File: config.mk
export PLATFORM = sky130hd
export DESIGN_NAME = div
export DESIGN_NICKNAME = d
export VERILOG_FILES = /design/src/rtl/div_pkg.sv /design/src/rtl/div_step.sv /design/src/rtl/div.sv
export SDC_FILE = /design/constraint.sdc
export NUM_CORES = 1
export LEC_CHECK = 0
export BUFFER_PORTS_ARGS = -buffer_cell sky130_fd_sc_hd__buf_4
export CAP_MARGIN = 30
export CORE_UTILIZATION = 40
export CTS_CLUSTER_DIAMETER = 200
export DETAILED_ROUTE_END_ITERATION = 12
export SLEW_MARGIN = 5
export SYNTH_ARGS = -nofsm -noshare
export SYNTH_HDL_FRONTEND = slang
export SYNTH_SLANG_ARGS = --single-unit
File: constraint.sdc
create_clock -name clk_i -period 1.95 [get_ports clk_i]
set_input_delay 0.0975 -clock clk_i [delete_from_list [all_inputs] [get_ports clk_i]]
set_output_delay 0.0975 -clock clk_i [all_outputs]
set_load 0.01 [all_outputs]
File: src/rtl/div_pkg.sv
// Shared definitions for the sequential arithmetic units: controller state encoding
// and default operand widths, common to mul and div.
package div_pkg;

    typedef enum logic {
        ST_IDLE = 1'b0,
        ST_WORK = 1'b1
    } state_t;

    localparam int DW_N_DEF = 16;
    localparam int DW_D_DEF = 8;

endpackage

File: src/rtl/div_step.sv
// One restoring-division step: shift the next dividend bit into the partial
// remainder and subtract the divisor when it fits.
module div_step #(
    parameter int DW_D = 8
) (
    input  logic [DW_D-1:0] p,
    input  logic            n_bit,
    input  logic [DW_D-1:0] b,
    output logic [DW_D-1:0] p_nxt,
    output logic            q_bit
);

    logic [DW_D:0]   t;
    logic [DW_D-1:0] diff;

    always_comb begin
        t     = {p, n_bit};
        // t < 2b, so the true difference is < b and fits the low DW_D bits
        diff  = t[DW_D-1:0] - b;
        q_bit = (t >= {1'b0, b});
        p_nxt = q_bit ? diff : t[DW_D-1:0];
    end

endmodule

File: src/rtl/div.sv
// Sequential restoring divider: one quotient bit per clock, MSB first, with the
// same start/busy handshake as the shift-add multiplier.
module div
    import div_pkg::*;
#(
    parameter int DW_N = DW_N_DEF,
    parameter int DW_D = DW_D_DEF
) (
    input  logic            clk_i,
    input  logic            rst_i,
    input  logic [DW_N-1:0] a_bi,
    input  logic [DW_D-1:0] b_bi,
    input  logic            start_i,
    output logic            busy_o,
    output logic [DW_N-1:0] q_bo,
    output logic [DW_D-1:0] r_bo,
    output logic            err_o
);

    localparam int            CW       = $clog2(DW_N);
    localparam logic [CW-1:0] CTR_LAST = CW'(DW_N - 1);

    state_t          state, state_nxt;
    logic [CW-1:0]   ctr;
    logic [DW_N-1:0] n_reg;
    logic [DW_N-1:0] q_work;
    logic [DW_D-1:0] b_reg;
    logic [DW_D-1:0] p_reg;
    logic [DW_D-1:0] p_nxt;
    logic            q_bit;
    logic            last_step;

    div_step #(.DW_D(DW_D)) u_step (
        .p     (p_reg),
        .n_bit (n_reg[DW_N-1]),
        .b     (b_reg),
        .p_nxt (p_nxt),
        .q_bit (q_bit)
    );

    assign last_step = (ctr == CTR_LAST);

    // NOTE: clocked state uses non-blocking assignments so every register samples
    // pre-edge values regardless of process ordering.
    always_ff @(posedge clk_i) begin
        if (rst_i) state <= ST_IDLE;
        else       state <= state_nxt;
    end

    // NOTE: next-state defaults to the current state first, so no path infers a latch.
    always_comb begin
        state_nxt = state;
        case (state)
            ST_IDLE: if (start_i)   state_nxt = ST_WORK;
            ST_WORK: if (last_step) state_nxt = ST_IDLE;
            default:                state_nxt = ST_IDLE;
        endcase
    end

    always_comb begin
        busy_o = (state == ST_WORK);
    end

    always_ff @(posedge clk_i) begin
        if (rst_i) begin
            ctr    <= '0;
            n_reg  <= '0;
            q_work <= '0;
            b_reg  <= '0;
            p_reg  <= '0;
            q_bo   <= '0;
            r_bo   <= '0;
            err_o  <= 1'b0;
        end else begin
            case (state)
                ST_IDLE: begin
                    if (start_i) begin
                        n_reg  <= a_bi;
                        b_reg  <= b_bi;
                        p_reg  <= '0;
                        q_work <= '0;
                        ctr    <= '0;
                    end
                end
                ST_WORK: begin
                    n_reg  <= n_reg << 1;
                    p_reg  <= p_nxt;
                    q_work <= {q_work[DW_N-2:0], q_bit};
                    ctr    <= ctr + CW'(1);
                    // A zero divisor naturally yields all-ones quotient and a[DW_D-1:0] remainder
                    if (last_step) begin
                        q_bo  <= {q_work[DW_N-2:0], q_bit};
                        r_bo  <= p_nxt;
                        err_o <= (b_reg == '0);
                    end
                end
                default: ;
            endcase
        end
    end

endmodule
==> impl_results.md <==
- Ys async rst share: 0
- Pleak: 2.02 nW
- Clock-pin slew on the worst setup and hold paths: 0.09 ns
- Relative slew margins: 0.691
- Antenna violations before repair: 0
- Netlist cell types: 44
- PD cells: 1050 mW/mm²
- Post-detailed-route DRC marker count: 0
- Effective utilization at floorplan: 0.421
- Switch Pwr: 0.00177 W
- Grt ovf: 0
- Time the final worst path needs with I/O delays and setup: 2.01 ns
- CTS tree: yes
- Inst Count DP: 613
- Internal power: 0.00344 W
- Via Count: 3352
- Depth of the most critical reg-to-reg path: 7
- Status: finished, violations left
- Routed wire per std cell: 13.4 µm
- Worst Clk Skew: 0.0104 ns
- Number of cells produced by synthesis: 432
- Largest area contributor in the netlist: dfxtp_1
- Min-delay worst type: primary input to register
- Width of the die: 95.9 µm
- Violations in the final reports: negative setup slack
- Final Routed Wirelength: 8750 µm
- Number of nets in the layout: 578
- Cell count of the worst hold path: 3
- Upper clock frequency limit: 0.498 GHz
- Clock buffer depth: 2
- Sequential element share of the synthesized area: 0.437
- Area of the mapped netlist: 0.00352 mm²
- Transition time of the tightest slew-check pin: 0.463 ns
- Root buffer selected by CTS: clkbuf_8
- Number of I/O pins: 53
- Clock latency at the later pin of the worst-skew pair: 0.35 ns
- Syn nets: 469
- Synth Register Bits: 77
- Antenna fix cells: 0
- Period Utilization, post-route: 1.03
- Post-synth EDFFs: 0
- Worst setup endpoint: p_reg[2]
- Count of non-filler cells in the finished layout: 651
- Synth area leaders: dfxtp_1 (44%), a21oi_1 (8.7%), nor2_1 (7.9%), mux2i_1 (5.1%), nand2_1 (4.0%)
- Final hold slack: 0.0416 ns
- Switching share of total power: 0.340
- Worst-case setup margin in the final layout: -0.0579 ns
- Endpoints failing setup: 7
- Setup crit start: b_reg[6]
- CTS H-tree lvls: 3
- Number of placement rows: 33
- Via count of the first global-routing pass: 3022
- Placeable Area: 0.00838 mm²
- Combinational Power Share: 0.426
- Reg2reg start: b_reg[6]
- Number of buffers created by CTS: 9
- Area added between synthesis and finish: 40.2%
- Hold violation count in the final report: 0
- Final core utilization: 0.590
- Sequential cell fraction of total power: 0.332
- Mean number of vias per cell: 5.15
- Final slew viol count: 0
- Portion of synthesized cell area occupied by the leading cell type: 0.437
- First DRT Iteration DRCs: 197
- RSZ-0062 raised after global routing: true
- Worst Setup Start Kind: register
- Capturing element type of the critical path: register
- Critical-path maximum fanout: 4
- Maximum number of pins on one net before global-route repair: 51
- Worst min-delay path startpoint: a_bi[0]
- Most common cell in the synthesized netlist: dfxtp_1
- Final weighted congestion of routability-driven global placement: 0.883
- Antenna Nets Post-Route: 0
- End of the worst register-to-register path: p_reg[2]
- Number of sinks driven by the clock tree: 77
- WS Path Type: register to register
- Half-perimeter wire length after placement: 6080 µm
- Average cell area after synthesis: 8.16 µm²
- Total Die Area: 0.00919 mm²
- Die height: 95.9 µm
- Critical path required time: 2.20 ns
- Detailed-router iteration count before antenna repair: 4
- Global-route wire length before repair: 14200 µm
- Setup slack after placement: -0.141 ns
- Number of port buffers: 52
- Commonest register cell after synthesis: dfxtp_1
- VDD IR max: 0.488 mV
- Top cell types by occurrence after synthesis: dfxtp_1 (77), nor2_1 (74), a21oi_1 (61)
- Relative contribution of the clock network to total power: 0.242
- Number of maximum-capacitance constraint violations: 0
- Share of layout cells above drive strength 1: 0.332
- Arrival time worst endpoint: 2.25 ns
- Number of warnings reported in the yosys synthesis log: 0
- R2r setup slk: -0.06 ns
- Overall Global Routing Usage: 0.199
power by group through the flow:
stage          logic [W]  registers (W)  clock network, W
2_1_floorplan   0.000978        0.00174                 0
3_3_place_gp     0.00166        0.00175                 0
3_5_place_dp     0.00166        0.00175                 0
4_1_cts          0.00175        0.00172           0.00129
5_1_grt          0.00238        0.00174           0.00137
6_report         0.00222        0.00173           0.00126
cells by family (layout without fill, tap and decap cells):
logic type | after synthesis | in the layout | share of synthesized area
muxes | 18 | 18 | 0.0511
DFF | 77 | 77 | 0.437
buffers and inverters | 44 | 158 | 0.0490
AOI/OAI and AO/OA | 110 | 110 | 0.192
adders and majority gates | 10 | 10 | 0.0376
and+or+nand+nor | 170 | 170 | 0.225
xor gates and xnor gates | 3 | 3 | 0.00746
routing by layer:
layer	wire, µm	vias up	part of all wire	track usage
li1	-	1725	-	-
met1	4310	1531	0.49	0.273
met2	3920	83	0.45	0.299
met3	365	13	0.042	0.0545
met4	156	0	0.018	0.0672
met5	0	-	0	0
cell usage in the layout, fill, tap and decap left out, drive strengths merged, types with 9 or more instances in the layout:
cell type,instances
buf,121
nor3,9
inv,16
mux2i,18
nor3b,16
clkbuf,9
nand2,38
dfxtp,77
nor2,74
o21ai,14
ha,9
a21oi,61
per-stage QoR:
stage               cell area [µm²]  TNS (ns)  total power, W
floorplan                      3560         0         0.00272
global placement               4390    -0.343         0.00342
detailed placement             4390    -0.631         0.00341
CTS                            4750   -0.0710         0.00476
global route                   4940     -1.11         0.00549
finish                         4940    -0.268         0.00521
cell type report:
cell class                 count  area [µm²]
multi-input combinational    311        1990
sequential                    77        1560
clock buffer                   9         124
timing repair buffer         129        1010
fill                         773        3440
inverter                      13        48.8
tap                          105         131
clock inverter                 7        81.3
repair_timing:
| item | in CTS | in global routing |
|---|---|---|
| pin swaps | 6 | 14 |
| hold buffers | 8 | 0 |
| resized for setup | 15 | 28 |
| buffers inserted | 2 | 12 |
| endpoints found under the hold margin | 8 | 0 |
| endpoints found under the setup margin | 11 | 14 |
critical path: stages, from the launching register on:
cell and delay [ns]:
dfxtp_2 0.34, inv_2 0.05, ha_4 0.23, a21o_1 0.19, and2_4 0.16, or3_4 0.36
or3_1 0.33, a32o_1 0.25
how the worst min path moves through the flow:
stage / end / slack, ns
finish: n_reg[0] / 0.04
detailed placement: b_reg[7] / 0.33
floorplan: b_reg[4] / 0.24
CTS: n_reg[0] / 0.04
global placement: b_reg[7] / 0.32
global route: q_work[5] / 0.09
Power figures use the tool's default switching activity.
